<file path="config.mk">
export PLATFORM = sky130hd
export DESIGN_NAME = pc_redirect_unit_flat
export DESIGN_NICKNAME = d
export VERILOG_FILES = /design/src/rtl/pc_redirect_unit_if.sv /design/src/rtl/pc_redirect_unit.sv /design/src/flat_wrapper.sv
export SDC_FILE = /design/constraint.sdc
export NUM_CORES = 1
export LEC_CHECK = 0
export CAP_MARGIN = 20
export CORE_MARGIN = 4
export CORE_UTILIZATION = 43
export DETAILED_ROUTE_END_ITERATION = 8
export PLACE_DENSITY_LB_ADDON = 0.08
export SYNTH_ARGS = -nofsm -noshare
export SYNTH_HDL_FRONTEND = slang
export SYNTH_SLANG_ARGS = --single-unit
</file>
<file path="constraint.sdc">
create_clock -name clk -period 5.95 [get_ports clk]
set_clock_uncertainty 0.2 [all_clocks]
set_input_delay 1.785 -clock clk [delete_from_list [all_inputs] [get_ports clk]]
set_output_delay 1.785 -clock clk [all_outputs]
set_load 0.005 [all_outputs]
</file>
<file path="src/rtl/pc_redirect_unit_if.sv">
// rtl/pc_redirect_unit_if.sv - branch-resolution bundle from execute to the fetch PC owner
// Carries the redirect select and both candidate targets.
interface pc_redirect_unit_if;
  logic [1:0]  PCSrcE;
  logic [31:0] PCTargetE;
  logic [31:0] ALUResultE;

  modport master (
    output PCSrcE,
    output PCTargetE,
    output ALUResultE
  );

  modport slave (
    input PCSrcE,
    input PCTargetE,
    input ALUResultE
  );
endinterface

</file>
<file path="src/rtl/pc_redirect_unit.sv">
// rtl/pc_redirect_unit.sv - fetch PC register with branch/JALR redirect and pipeline flush requests
// Optional misaligned-target capture is built when MISALIGN_CHECK_EN is defined.
module pc_redirect_unit #(
  parameter logic [31:0] RESET_PC = 32'h0000_0000
) (
  input  logic                    clk,
  input  logic                    rst,
  pc_redirect_unit_if.slave       br,
  input  logic                    stallF,
  input  logic                    flushReqE,
  output logic [31:0]             PCF,
  output logic [31:0]             PCPlus4F,
  output logic                    validF,
  output logic                    flushD,
  output logic                    flushE,
  output logic                    misalignF,
  output logic [31:0]             misalignPC
);

  typedef enum logic {BOOT, RUN} state_t;

  state_t      state_q, state_d;
  logic [31:0] pc_q, pc_d;
  logic        taken;
  logic [31:0] target;

  always_comb begin
    state_d  = state_q;
    pc_d     = pc_q;
    validF   = 1'b0;
    flushD   = 1'b1;
    flushE   = 1'b1;
    taken    = 1'b0;
    PCPlus4F = pc_q + 32'd4;
    // JALR targets drop bit 0; select 11 falls through as sequential
    target   = (br.PCSrcE == 2'b10) ? (br.ALUResultE & ~32'd1) : br.PCTargetE;

    if (state_q == BOOT) begin
      state_d = RUN;
    end else begin
      validF = 1'b1;
      taken  = (br.PCSrcE == 2'b01) || (br.PCSrcE == 2'b10);
      flushD = taken;
      flushE = taken || flushReqE;
      if (taken) begin
        pc_d = target;
      end else if (!stallF) begin
        pc_d = PCPlus4F;
      end
    end
  end

  always_ff @(posedge clk) begin
    if (!rst) begin
      state_q <= BOOT;
      pc_q    <= RESET_PC;
    end else begin
      state_q <= state_d;
      pc_q    <= pc_d;
    end
  end

  assign PCF = pc_q;

`ifdef MISALIGN_CHECK_EN
  logic        misalign_q, misalign_d;
  logic [31:0] misalign_pc_q, misalign_pc_d;

  // Only the first offending target is recorded; the flag is sticky until reset
  always_comb begin
    misalign_d    = misalign_q;
    misalign_pc_d = misalign_pc_q;
    if (taken && target[1]) begin
      misalign_d = 1'b1;
      if (!misalign_q) begin
        misalign_pc_d = target;
      end
    end
  end

  always_ff @(posedge clk) begin
    if (!rst) begin
      misalign_q    <= 1'b0;
      misalign_pc_q <= 32'h0000_0000;
    end else begin
      misalign_q    <= misalign_d;
      misalign_pc_q <= misalign_pc_d;
    end
  end

  assign misalignF  = misalign_q;
  assign misalignPC = misalign_pc_q;
`else
  assign misalignF  = 1'b0;
  assign misalignPC = 32'h0000_0000;
`endif

endmodule

</file>
<file path="src/flat_wrapper.sv">
// flat-port wrapper written by rule: the top's interface ports become plain ports
module pc_redirect_unit_flat 
#(
  parameter logic [31:0] RESET_PC = 32'h0000_0000
)
  (clk, rst, stallF, flushReqE, PCF, PCPlus4F, validF, flushD, flushE, misalignF, misalignPC, br_PCSrcE, br_PCTargetE, br_ALUResultE);
  pc_redirect_unit_if br_i ();
  input  logic clk;
  input  logic rst;
  input  logic stallF;
  input  logic flushReqE;
  output logic [31:0] PCF;
  output logic [31:0] PCPlus4F;
  output logic validF;
  output logic flushD;
  output logic flushE;
  output logic misalignF;
  output logic [31:0] misalignPC;
  input wire logic [$bits(br_i.PCSrcE)-1:0] br_PCSrcE;
  input wire logic [$bits(br_i.PCTargetE)-1:0] br_PCTargetE;
  input wire logic [$bits(br_i.ALUResultE)-1:0] br_ALUResultE;
  assign br_i.PCSrcE = br_PCSrcE;
  assign br_i.PCTargetE = br_PCTargetE;
  assign br_i.ALUResultE = br_ALUResultE;
  pc_redirect_unit #(.RESET_PC(RESET_PC)) u_core (.clk(clk), .rst(rst), .br(br_i), .stallF(stallF), .flushReqE(flushReqE), .PCF(PCF), .PCPlus4F(PCPlus4F), .validF(validF), .flushD(flushD), .flushE(flushE), .misalignF(misalignF), .misalignPC(misalignPC));
endmodule
</file>
==> metrics, run 1 <==
WL final 9.90 mm; TNS Setup 0 ns; number of synthesized flops with an enable pin 0; I/O pins 170; net switching power 0.000218 W; post-synthesis sequential area ratio 0.213; Slew Limit Headroom 0.329; Reg2Reg Depth 4; initial antenna violation count 0; dpl hpwl 7.32 mm; VDD IR max 0.0895 mV; Worst Path Buf+Inv 3; logic gate share of total power 0.346; Synth area leader dfxtp_1; Setup Crit Path Kind in -> out; buffer depth of the longest clock path 2; Yosys reg bits 33; Synth top area share 0.213; Min-Delay Path Class reg -> reg; layout cell share with drive strength beyond 1 0.0440; sw frac 0.315; fmax 187 MHz; 1st-pass router iterations 6; Sequential Power Share 0.397; critical path depth 6; crit-path cells clkdlybuf4s50_1 -> inv_1 -> ha_2 -> nand2_1 -> or2_2 -> clkdlybuf4s50_1; PD cells 157 nW/um^2; first-pass GRT wire length 15.8 mm; die width 93.0 um; max_cap viols 0; placer's final routability congestion estimate 0.819; dpl cells 612; nature of the critical path endpoint output pin; status complete, no violations; final setup violating endpoints 0; Hold Slack 0.272 ns; startpoint types input pin; core area 6910 sq um; Critical Path Slowest Stage Cell clkdlybuf4s50_1; Final Instance Count excl. Fillers 619; gr usage total 0.223; synthesized instance count 414; die area 8650 sq um; Synth Cell Area 3110 sq um; TritonCTS Buffers 5; ys flop type dfxtp_1; Netlist cell types 60; worst slew pin tran 1.01 ns; Area contributors post-synth dfxtp_1, mux2i_1, buf_4; CP Data Required Time 3.96 ns; final slew viol count 0; hold buffers post-CTS 0; min Tclk post-route 5.34 ns; Final period util 0.898; root buf cell clkbuf_8; Syn. warnings 0; final net count 595; Ant. Diodes 0; num rows 30; total placed instance area 4330 sq um; Skew-Pair Late Insertion Delay 0.29 ns; final core occ 0.639; most common cell in the netlist nand2_1; synthesis-to-layout area growth 42.1%; Worst Path Max Fanout 2; Crit path max-delay family buffers and inverters; grt total ovfl 0; FFs w/ async S/R, synth 0; Clock power frac 0.257; commonest cells in the netlist nand2_1, buf_4, dfxtp_1, mux2i_1, nor2_1; leakage 1.57 nW; vias in the first global route 3251; syn avg cell area 7.50 sq um; arrival time worst endpoint 3.36 ns; pin count of the biggest net entering global routing 41; DRC errors left 0; Final Hold Viols 0; DR iter-0 viols 221; Most Frequent Cell on Critical Path clkdlybuf4s50_1; CTS tree built; Die H 93.0 um; vias per cell 5.52; post-CTS resize count 0; Initial Utilization 0.450; TritonCTS Sinks 33; Worst path max stage delay 0.45 ns; H-Tree Depth 2; hold path depth 2; routed via count 3419; clk slew on worst S/H paths 0.07 ns; RSZ-0062 raised after global routing no; Power Internal 0.000475 W; design area 4410 sq um; post-CTS setup buffer count 0; Port Buf Inserts 135; Avg WL per Cell 16.0 um; Routed Antenna Nets 0
==> kinds of logic (layout without fill, tap and decap cells) <==
kind of cell,Yosys count,count (layout),share of synthesized area
AO/OA/AOI/OAI,90,90,0.195
XOR/XNOR,27,27,0.0761
adder cells (fa/ha/maj),2,2,0.00806
buffers and inverters,78,155,0.141
flip-flops,33,33,0.213
multiplexers,32,32,0.104
other,1,33,0.00121
AND/OR/NAND/NOR,151,151,0.261
==> sequential cells by signal, indices dropped and copies added (netlist names) <==
name and flops:
u_core.PCF 32, u_core.state_q 1
==> layout by cell type (no fill, tap or decap), types with 5 or more instances in the layout <==
master,count
nor3_1,10
nand4_1,10
dfxtp_1,33
o31a_1,8
a31oi_1,8
nand3_1,18
a21oi_1,22
conb_1,33
nor2_1,25
xnor2_1,20
o21ai_0,15
inv_1,8
clkdlybuf4s50_1,135
clkbuf_8,6
nand2_1,43
nor4_1,12
o22ai_1,6
xor2_1,7
mux2i_1,29
and3_1,5
==> final timing paths <==
check	slack, ns	endpoint	from
worst max register to register	3.32	u_core.PCF[26]$_SDFFE_PN0P_	u_core.PCF[7]$_SDFFE_PN0P_
worst min-delay path	0.27	u_core.PCF[0]$_SDFFE_PN0P_	u_core.PCF[0]$_SDFFE_PN0P_
worst max-delay path	0.61	flushE	br_PCSrcE[0]
worst min register to register	0.27	u_core.PCF[0]$_SDFFE_PN0P_	u_core.PCF[0]$_SDFFE_PN0P_
==> power by group through the flow <==
| stage | Sequential, W | Clock [W] | Combinational [W] |
|---|---|---|---|
| floorplan | 0.000264 | 0 | 0.000133 |
| global placement | 0.000277 | 0 | 0.000237 |
| detailed placement | 0.000279 | 0 | 0.000241 |
| CTS | 0.000274 | 0.000179 | 0.000242 |
| global route | 0.000280 | 0.000189 | 0.000262 |
| finish | 0.000275 | 0.000178 | 0.000240 |
==> worst register-to-register path: cells and delay by family (launching register included) <==
family | cells | cell delay [ns]
compound gates | 1 | 0.36
flops | 1 | 0.51
simple gates | 3 | 1.45
==> metrics by stage <==
step | setup slack, ns | total power (W)
2_1_floorplan | 0.888 | 0.000397
3_3_place_gp | 0.608 | 0.000515
3_5_place_dp | 0.596 | 0.000520
4_1_cts | 0.594 | 0.000694
5_1_grt | 0.542 | 0.000731
6_report | 0.605 | 0.000693
==> metal layers <==
layer  track usage  share of wire  up-vias
met2         0.378           0.48      147
met4        0.0488         0.0071        0
met5             0              0        -
li1              -              -     1661
met3        0.0491          0.090        8
met1         0.290           0.42     1603
==> area by class of cell <==
type | instances | area [sq um]
Inverter | 9 | 33.8
Clock buffer | 7 | 86.3
Fill cell | 654 | 2490
Timing Repair Buffer | 139 | 1380
Multi-Input combinational cell | 335 | 2130
Tap cell | 96 | 120
Sequential cell | 33 | 661
Note: power is estimated with default switching activity, not from simulation.
==> run 2, diff against run 1 <==
Settings changed: TNS_END_PERCENT set to 5.
==> results of run 2 <==
Final layout, timing and power as in run 1 (identical DEF).
==> run 3, diff against run 2 <==
Clock period 5.95 ns to 6.91 ns, I/O delays scaled along.
==> run 3 against run 2 <==
- sequential power down 14%
- largest cell class unchanged
- cell area up 0.51%
- register-to-register slack better by 0.82 ns
- setup slack better by 0.38 ns
- via count up 0.35%
- die area unchanged
- clock-buffer cell count unchanged
- sequential share of layout area down 0.076 points
- clock power up 8%
==> metrics, run 3 (synthesis gave the netlist of run 1 again) <==
TritonCTS Buffers 5 (unchanged); core area 6910 sq um (unchanged); grt total ovfl 0 (unchanged); die width 93.0 um (unchanged); Avg WL per Cell 16.0 um (about the same); initial antenna violation count 0 (unchanged); number of flip-flops in the largest register 32 (unchanged); min Tclk post-route 5.92 ns; RSZ-0062 raised after global routing no; total placed instance area 4320 sq um (-0.17%); hold path depth 2 (unchanged); 1st-pass router iterations 4 (-2); R2R Setup Slk 4.14 ns (+0.82 ns); status complete, no violations; Final Hold Viols 0 (unchanged); routed via count 3431 (+0.35%); VDD IR max 0.0986 mV (+10%); final setup violating endpoints 0 (unchanged); CP Data Required Time 4.64 ns (+0.68 ns); root buf cell clkbuf_8; die area 8650 sq um (unchanged); Skew-Pair Late Insertion Delay 0.29 ns (about the same); final setup margin 0.989 ns (+0.383 ns); arrival time worst endpoint 3.65 ns (+0.29 ns); DRC errors left 0 (unchanged); Slew Limit Headroom 0.329 (about the same); first-pass GRT wire length 15.4 mm (-2.5%); final slew viol count 0 (unchanged); dpl hpwl 7.37 mm (+0.63%); post-CTS resize count 0 (unchanged); gr usage total 0.218 (-0.00476); design area 4430 sq um (+0.51%); post-CTS setup buffer count 0 (unchanged); vias per cell 5.54 (+0.35%); layout cell share with drive strength beyond 1 0.0440 (unchanged); Final period util 0.857; WHS Endpoint u_core.PCF[0]$_SDFFE_PN0P_; buffer depth of the longest clock path 2 (unchanged); r2r endpoint u_core.PCF[28]$_SDFFE_PN0P_; Ant. Diodes 0 (unchanged); register area 661 sq um (unchanged); worst slew pin tran 1.01 ns (-0.000305 ns); H-Tree Depth 2 (unchanged); DR iter-0 viols 143 (-35%); PD cells 143 nW/um^2 (-8.7%); CTS tree built; placer's final routability congestion estimate 0.825 (+0.75%); final net count 594 (-0.17%); Die H 93.0 um (unchanged); TritonCTS Sinks 33 (unchanged); WL final 9.91 mm (about the same); I/O pins 170 (unchanged); worst slack at placement 0.987 ns (+0.391 ns); clk slew on worst S/H paths 0.07 ns (about the same); max_cap viols 0 (unchanged); Initial Utilization 0.450 (unchanged); leakage 1.58 nW (+0.55%); Power Total 0.000636 W (-8.2%); Routed Antenna Nets 0 (unchanged); startpoint types input pin; pin count of the biggest net entering global routing 41 (unchanged); most frequent cells in the layout clkdlybuf4s50_1, nand2_1, conb_1, dfxtp_1, mux2i_1; nature of the critical path endpoint output pin; Min-Delay Path Class reg -> reg; Setup Crit Path Kind in -> out; vias in the first global route 3085 (-5.1%); fillcell total 648 (-0.92%); num rows 30 (unchanged); commonest non-fill, non-tap cell in the layout clkdlybuf4s50_1; Worst Path Max Fanout 2 (unchanged); Multi-input gate area 2130 sq um (unchanged); synthesis-to-layout area growth 42.8%; TNS Setup 0 ns (unchanged); Reg2Reg Depth 4 (unchanged); fmax 169 MHz; Port Buf Inserts 135 (unchanged); Reg2Reg Launch Point u_core.PCF[7]$_SDFFE_PN0P_; hold path startpoint u_core.PCF[0]$_SDFFE_PN0P_; hold buffers post-CTS 0 (unchanged)
-- run 3: changes by cell type in the layout (fill, tap and decap cells not counted), sizes merged --
| cell | before | now |
|---|---|---|
| buf | 4 | 3 |
| bufinv | 0 | 1 |
-- run 3: layout make-up --
type / instances / share of cell area
inverter: 9 / 0.00762
tap: 96 / 0.0271
multi-input combinational: 335 / 0.480
clock inverter: 1 / 0.00677
clock buffer: 7 / 0.0195
sequential: 33 / 0.149
timing repair buffer: 138 / 0.310
-- run 3: power by group --
part | total (W) | switching, W | internal [W] | leakage, nW
Sequential | 0.000236 | 0.0000308 | 0.000205 | 0.271
Clock | 0.000193 | 0.0000752 | 0.000118 | 0.0585
Combinational | 0.000207 | 0.0000827 | 0.000125 | 1.25
Total | 0.000636 | 0.000189 | 0.000448 | 1.58
-- run 3: worst max path at each step --
stage | start | to | slack [ns] | depth (start not counted)
2_1_floorplan | br_PCSrcE[0] | flushE | 1.27 | 6
6_report | br_PCSrcE[0] | flushE | 0.99 | 6
3_3_place_gp | br_PCSrcE[0] | flushE | 0.99 | 6
3_5_place_dp | br_PCSrcE[0] | flushE | 0.99 | 6
4_1_cts | br_PCSrcE[0] | flushE | 0.98 | 6
5_1_grt | br_PCSrcE[0] | flushE | 0.92 | 6
-- run 3: per-layer routing --
metal | wire length, um | global-route usage | part of all wire | vias to the layer above
li1 | - | - | - | 1660
met1 | 4140 | 0.282 | 0.42 | 1578
met2 | 4590 | 0.363 | 0.46 | 177
met3 | 1030 | 0.0499 | 0.10 | 16
met4 | 140 | 0.0635 | 0.014 | 0
met5 | 0 | 0 | 0 | -
-- run 3: metrics by stage --
stage               utilization  instances  hold slack [ns]
global placement          0.625        611            0.255
CTS                       0.642        619            0.272
global route              0.642        619            0.295
detailed placement        0.625        611            0.262
floorplan                     -        446            0.261
finish                    0.642        619            0.268
-- run 3: worst max-delay path: stages --
cell	delay (ns)
clkdlybuf4s50_1	0.45
inv_1	0.04
ha_2	0.31
nand2_1	0.05
or2_2	0.28
clkdlybuf4s50_1	0.44
